<file path="config.mk">
export PLATFORM = sky130hd
export DESIGN_NAME = line_cache_reader_flat
export DESIGN_NICKNAME = d
export VERILOG_FILES = /design/src/rtl/line_cache_reader_pkg.sv /design/src/rtl/line_cache_reader_if.sv /design/src/rtl/line_cache_reader_skid_fifo2.sv /design/src/rtl/line_cache_reader.sv /design/src/flat_wrapper.sv
export SDC_FILE = /design/constraint.sdc
export NUM_CORES = 1
export LEC_CHECK = 0
export CAP_MARGIN = 25
export CORE_MARGIN = 1.5
export CORE_UTILIZATION = 36
export DETAILED_ROUTE_END_ITERATION = 7
export GPL_ROUTABILITY_DRIVEN = 0
export GPL_TIMING_DRIVEN = 0
export PLACE_DENSITY_LB_ADDON = 0.15
export SYNTH_ARGS = -nofsm -noshare
export SYNTH_HDL_FRONTEND = slang
export SYNTH_HIERARCHICAL = 1
export SYNTH_SLANG_ARGS = --single-unit
</file>
<file path="constraint.sdc">
create_clock -name clk -period 5.55 [get_ports clk]
set_input_delay 0.8325 -clock clk [delete_from_list [all_inputs] [get_ports clk]]
set_output_delay 0.8325 -clock clk [all_outputs]
set_load 0.01 [all_outputs]
</file>
<file path="src/rtl/line_cache_reader_pkg.sv">
// line_cache_reader_pkg: shared sizes, FSM states and FIFO entry type for the line reader.
package line_cache_reader_pkg;
  localparam int DEF_WIDTH = 640;
  localparam int ADDR_W = 10;
  localparam int DATA_W = 8;
  typedef enum logic [1:0] {IDLE, READ, DRAIN} state_t;
  typedef struct packed {
    logic [DATA_W-1:0] data;
    logic last;
  } pixel_t;
endpackage

</file>
<file path="src/rtl/line_cache_reader_if.sv">
// line_cache_reader_if: control, cache read port and pixel stream of one line reader.
interface line_cache_reader_if;
  import line_cache_reader_pkg::*;
  logic start, busy, out_valid, out_ready, out_last, done;
  logic [ADDR_W-1:0] read_adx;
  logic [DATA_W-1:0] rdata, out_data;
  modport master(input start, rdata, out_ready, output busy, read_adx, out_data, out_valid, out_last, done);
  modport slave(output start, rdata, out_ready, input busy, read_adx, out_data, out_valid, out_last, done);
endinterface

</file>
<file path="src/rtl/line_cache_reader_skid_fifo2.sv">
// skid_fifo2: 2-entry FIFO absorbing the cache read latency under backpressure.
module skid_fifo2
  import line_cache_reader_pkg::*;
(
  input  logic       clk,
  input  logic       reset,
  input  logic       push,
  input  logic       pop,
  input  pixel_t     din,
  output pixel_t     head,
  output logic [1:0] count
);
  pixel_t mem [2];
  logic wp, rp;
  always_ff @(posedge clk or posedge reset)
    if (reset) begin
      mem[0] <= '0;
      mem[1] <= '0;
      wp <= 1'b0;
      rp <= 1'b0;
      count <= 2'd0;
    end else begin
      if (push) begin
        mem[wp] <= din;
        wp <= ~wp;
      end
      if (pop) rp <= ~rp;
      count <= count + 2'(push) - 2'(pop);
    end
  assign head = mem[rp];
  // the reader's issue rule must keep the FIFO from ever overflowing
  assert property (@(posedge clk) disable iff (reset) !(push && count == 2'd2));
endmodule

</file>
<file path="src/rtl/line_cache_reader.sv">
// line_cache_reader: sweeps line_cache addresses 0..WIDTH-1 and re-emits the line as a
// valid/ready pixel stream with last marking and a done pulse.
module line_cache_reader
  import line_cache_reader_pkg::*;
#(
  parameter int WIDTH = DEF_WIDTH
) (
  input logic clk,
  input logic reset,
  line_cache_reader_if.master bus
);
  localparam logic [ADDR_W-1:0] LAST_ADX = ADDR_W'(WIDTH - 1);
  state_t state, nstate;
  logic inflight, inflight_last, pop, issue, last_issue;
  logic [1:0] count;
  pixel_t head;
  assign pop = bus.out_valid & bus.out_ready;
  // outstanding reads plus buffered pixels, after this cycle's pop, must leave room
  assign issue = state == READ && (3'(count) + 3'(inflight) - 3'(pop)) < 3'd2;
  assign last_issue = issue && bus.read_adx == LAST_ADX;
  assign bus.busy = state != IDLE;
  assign bus.out_valid = count != 2'd0;
  assign bus.out_data = head.data;
  assign bus.out_last = head.last & bus.out_valid;
  always_comb begin
    nstate = state;
    case (state)
      IDLE:    nstate = bus.start ? READ : IDLE;
      READ:    nstate = last_issue ? DRAIN : READ;
      DRAIN:   nstate = pop && bus.out_last ? IDLE : DRAIN;
      default: nstate = IDLE;
    endcase
  end
  always_ff @(posedge clk or posedge reset)
    if (reset) begin
      state <= IDLE;
      bus.read_adx <= '0;
      inflight <= 1'b0;
      inflight_last <= 1'b0;
      bus.done <= 1'b0;
    end else begin
      state <= nstate;
      inflight <= issue;
      inflight_last <= last_issue;
      bus.done <= state == DRAIN && pop && bus.out_last;
      if (state == IDLE && bus.start) bus.read_adx <= '0;
      else if (issue && !last_issue) bus.read_adx <= bus.read_adx + 1'b1;
    end
  skid_fifo2 u_fifo (
    .clk(clk),
    .reset(reset),
    .push(inflight),
    .pop(pop),
    .din('{data: bus.rdata, last: inflight_last}),
    .head(head),
    .count(count)
  );
endmodule

</file>
<file path="src/flat_wrapper.sv">
// flat-port wrapper written by rule: the top's interface ports become plain ports
module line_cache_reader_flat import line_cache_reader_pkg::*;
#(
  parameter int WIDTH = DEF_WIDTH
)
  (clk, reset, bus_start, bus_rdata, bus_out_ready, bus_busy, bus_read_adx, bus_out_data, bus_out_valid, bus_out_last, bus_done);
  line_cache_reader_if bus_i ();
  input logic clk;
  input logic reset;
  input wire logic [$bits(bus_i.start)-1:0] bus_start;
  input wire logic [$bits(bus_i.rdata)-1:0] bus_rdata;
  input wire logic [$bits(bus_i.out_ready)-1:0] bus_out_ready;
  output wire logic [$bits(bus_i.busy)-1:0] bus_busy;
  output wire logic [$bits(bus_i.read_adx)-1:0] bus_read_adx;
  output wire logic [$bits(bus_i.out_data)-1:0] bus_out_data;
  output wire logic [$bits(bus_i.out_valid)-1:0] bus_out_valid;
  output wire logic [$bits(bus_i.out_last)-1:0] bus_out_last;
  output wire logic [$bits(bus_i.done)-1:0] bus_done;
  assign bus_i.start = bus_start;
  assign bus_i.rdata = bus_rdata;
  assign bus_i.out_ready = bus_out_ready;
  assign bus_busy = bus_i.busy;
  assign bus_read_adx = bus_i.read_adx;
  assign bus_out_data = bus_i.out_data;
  assign bus_out_valid = bus_i.out_valid;
  assign bus_out_last = bus_i.out_last;
  assign bus_done = bus_i.done;
  line_cache_reader #(.WIDTH(WIDTH)) u_core (.clk(clk), .reset(reset), .bus(bus_i));
endmodule
</file>
==> qor.log <==
qor: outcome.status complete, no violations
qor: global_route.gr-usage-all-layers 15.3%
qor: hold_path.hold_worst_path_end u_core/u_fifo/mem[16]
qor: clock_tree.cts_hold_buffers 0
qor: timing.max_freq 280 MHz
qor: timing.tightestPinTransition 0.831 ns
qor: synth.synth_edf_count 0
qor: layout.finalNetCount 199
qor: worst_setup_path.setup.worst_path.start_class input port
qor: timing.clock_skew 0.00558 ns
qor: synth.dominant_combinational_cell_family_by_area_after_synthesis multiplexers
qor: worst_setup_path.cp_max_stage_delay 0.57 ns
qor: synth.synthArstFlopShare 100%
qor: global_route.grt_overflow 0
qor: clock_tree.maximum_clock_insertion_buffer_count 2
qor: hold_path.min_from u_core/u_fifo/mem[16]
qor: timing.setup-tns-final 0 ns
qor: timing.rsz_0062_raised_after_global_routing no
qor: synth.synthMuxAreaShare 18.9%
qor: synth.synthesis.instances 143
qor: power.vdd_ir_drop_max 0.146 mV
qor: timing.finalHoldViolCount 0
qor: synth.ys_top_cells_by_area sky130_fd_sc_hd__dfrtp_1 (52%), sky130_fd_sc_hd__mux2_2 (17%), sky130_fd_sc_hd__ha_1 (2.1%), sky130_fd_sc_hd__mux2i_1 (1.7%), sky130_fd_sc_hd__inv_1 (1.5%)
qor: clock_tree.worst_skew_pair.late_latency 0.28 ns
qor: worst_setup_path.cp_max_fanout 6
qor: worst_setup_path.path_cells clkdlybuf4s50_1 > o21a_1 > nor2b_1 > o21ai_0 > fa_1 > nand3b_4 > or4b_4 > or4_1 > a21oi_1
qor: hold_path.worstHoldPathCells 1
qor: synth.synth_top_cell_area_share 52.3%
qor: power.leakagePower 0.000969 uW
qor: worst_setup_path.timing.reg2reg.setup_slack 2.53 ns
qor: floorplan.die_w 73.2 um
qor: synth.synth.lib_cells_used.distinct 38
qor: worst_setup_path.worst_r2r_endpoint u_core/bus.read_adx[9]
qor: place.placement.io_buffers 33
qor: synth.synth-simple-area-share 14.3%
qor: synth.synth-main-ff-cell sky130_fd_sc_hd__dfrtp_1
qor: place.dp.final_hpwl 2.58 mm
qor: worst_setup_path.cp_data_arrival_time 3.78 ns
qor: layout.final.fill_count 426
qor: routing.avgViaCountPerCell 4.92
qor: global_route.number_of_antenna_violations_at_the_first_check_in_global_routing 0
qor: global_route.first_global_vias 1350
qor: worst_setup_path.critical_path.slowest_cell sky130_fd_sc_hd__or4b_4
qor: worst_setup_path.critical_path.top_delay_family simple AND/OR/NAND/NOR gates
qor: power.powerDensity 543 nW/um^2
qor: layout.post_layout_nonfiller_instances 251
qor: routing.wirelength 3.64 mm
qor: worst_setup_path.critical_path_buf_inv_count 1
qor: synth.most_repeated_cell_in_the_gate_level_netlist_after_synthesis sky130_fd_sc_hd__dfrtp_1
qor: floorplan.initial_core_util 37.5%
qor: clock_tree.cts.sinks 37
qor: timing.maxSlewHeadroom 44.5%
qor: worst_setup_path.worst-setup-path-type in -> reg
qor: synth.synth_compound_gate_area_share 5.51%
qor: worst_setup_path.crit_required 5.76 ns
qor: floorplan.floorplan.core_area 4720 um^2
qor: clock_tree.cts_root_buf sky130_fd_sc_hd__clkbuf_8
qor: synth.seq_total_area_yosys 52.3%
qor: routing.route.detailed.drc 0
qor: floorplan.std_cell_rows 25
qor: synth.yosys-top-cells-count sky130_fd_sc_hd__dfrtp_1 (37), sky130_fd_sc_hd__mux2_2 (27), sky130_fd_sc_hd__inv_1 (7), sky130_fd_sc_hd__nand2_1 (7)
qor: layout.final_area 2320 um^2
qor: synth.synth.cell_area 1770 um^2
qor: timing.timing_max_transition_violations_final 0
qor: clock_tree.post-cts-setup-buffer-count 0
qor: clock_tree.cts-buffers-inserted 5
qor: routing.post_drt_wl_per_cell 14.5 um
qor: clock_tree.cts_tree built
qor: timing.setup_violations 0
qor: synth.synth.net_count 159
qor: synth.synth_area_leader_cell sky130_fd_sc_hd__dfrtp_1
qor: floorplan.die-area 5350 um^2
qor: routing.detail_route.iter0.violations 63
qor: floorplan.die_h 73.2 um
qor: timing.layout_worst_path_cycle_share 64.3%
qor: synth.synth.ff_latch_count 37
qor: routing.ant_nets 0
qor: clock_tree.cts_htree_levels 2
qor: worst_setup_path.timing.critical_path.to_type register
qor: routing.route.vias.total 1236
qor: global_route.grt_max_degree 23
qor: worst_setup_path.worst_r2r_path_depth 8
qor: synth.yosys.area_share.xor_xnor 2.97%
qor: synth.ys.warnings.count 6
qor: layout.layout-area-overhead-vs-synth 30.9%
qor: floorplan.io_pins 34
qor: routing.drt_pre_antenna_iters 4
qor: place.detailed_place.area 2190 um^2
qor: global_route.grt_pass1_wl 6.23 mm
qor: timing.final_period_minus_worst_setup_slack 3.57 ns
qor: worst_setup_path.worstReg2RegStart u_core/u_fifo/count[1]
qor: clock_tree.postCtsResizedCells 0
qor: synth.synthAdderAreaFrac 3.25%
qor: synth.postSynthAreaPerCell 12.4 um^2
qor: layout.post_route_cells_drive_above_1_share 23.9%
qor: clock_tree.cts.clk_slew.worst_paths 0.07 ns
qor: hold_path.min-delay-path-class reg -> reg
qor: run.drv.max_cap_violation_count 0
qor: place.place_inst 243
qor: layout.n_antenna_cell 0
layout by cell type (no fill, tap or decap), types with 2 or more instances in the layout:
master	count
sky130_fd_sc_hd__or2_2	2
sky130_fd_sc_hd__xnor2_1	3
sky130_fd_sc_hd__dfrtp_1	37
sky130_fd_sc_hd__o31ai_1	3
sky130_fd_sc_hd__ha_1	3
sky130_fd_sc_hd__mux2i_1	3
sky130_fd_sc_hd__clkdlybuf4s50_1	33
sky130_fd_sc_hd__a21oi_1	5
sky130_fd_sc_hd__nor2b_1	2
sky130_fd_sc_hd__inv_1	7
sky130_fd_sc_hd__mux2_2	27
sky130_fd_sc_hd__xor2_1	3
sky130_fd_sc_hd__bufinv_16	2
sky130_fd_sc_hd__nor2_1	2
sky130_fd_sc_hd__nor4_1	2
sky130_fd_sc_hd__and2_1	3
sky130_fd_sc_hd__clkbuf_8	5
sky130_fd_sc_hd__nand3_1	5
sky130_fd_sc_hd__or4_1	2
sky130_fd_sc_hd__nand2_1	7
sky130_fd_sc_hd__or3_1	2
sky130_fd_sc_hd__clkbuf_1	2
sky130_fd_sc_hd__o21ai_0	5
per-stage QoR:
step | hold WS, ns | setup slack (ns) | total power [uW] | util (%)
global route | 0.526 | 1.87 | 1350 | 49.1
CTS | 0.509 | 1.97 | 1270 | 49.1
global placement | 0.481 | 1.76 | 967 | 46.3
floorplan | 0.474 | 2.40 | 781 | -
finish | 0.506 | 1.98 | 1260 | 49.1
detailed placement | 0.489 | 1.71 | 996 | 46.3
how the worst max path moves through the flow:
stage / start / to / slack [ns] / cells past startpoint
after global routing: bus_out_ready / u_core/bus.read_adx[9] / 1.87 / 9
after floorplan: bus_out_ready / u_core/bus.read_adx[9] / 2.40 / 8
after CTS: bus_out_ready / u_core/bus.read_adx[9] / 1.97 / 9
after detailed placement: bus_out_ready / u_core/state[1] / 1.71 / 10
after global placement: bus_out_ready / u_core/bus.read_adx[9] / 1.76 / 9
final: bus_out_ready / u_core/bus.read_adx[9] / 1.98 / 9
cell families (layout without fill, tap and decap cells):
kind of cell             after synthesis  count (layout)
flip-flops                            37              37
buffers and inverters                 11              52
XOR/XNOR                               6               6
AND/OR/NAND/NOR                       39              39
adder cells (fa/ha/maj)                4               4
AO/OA/AOI/OAI                         16              16
multiplexers                          30              30
per-layer routing:
| layer | vias to the layer above | track usage (%) | routed length (um) |
|---|---|---|---|
| li1 | 587 | - | - |
| met1 | 608 | 18.4 | 1560 |
| met2 | 36 | 27.3 | 1870 |
| met3 | 5 | 3.04 | 179 |
| met4 | 0 | 5.03 | 34 |
| met5 | - | 0 | 0 |
sequential cells by signal, indices dropped and copies added (netlist names):
| name | count |
|---|---|
| u_core/u_fifo/mem | 18 |
| u_core/bus.done | 1 |
| u_core/bus.read_adx | 10 |
| u_core/inflight | 1 |
| u_core/u_fifo/rp | 1 |
| u_core/state | 2 |
| u_core/u_fifo/count | 2 |
| u_core/inflight_last | 1 |
| u_core/u_fifo/wp | 1 |
area by class of cell:
cell class	instances	area, um^2	share of cell area, %
Timing Repair Buffer	33	330	14.2
Inverter	7	26.3	1.13
Buffer	4	23.8	1.02
Sequential cell	37	926	39.9
Clock inverter	3	65.1	2.80
Multi-Input combinational cell	95	796	34.3
Tap cell	67	83.8	3.61
Clock buffer	5	68.8	2.97
where the power goes:
part | switching, uW | total (uW) | internal, uW
combinational | 227 | 543 | 316
sequential | 74.4 | 443 | 369
clock | 94.6 | 273 | 179
total | 396 | 1260 | 864
No activity file was read; power rests on OpenSTA's default activity.
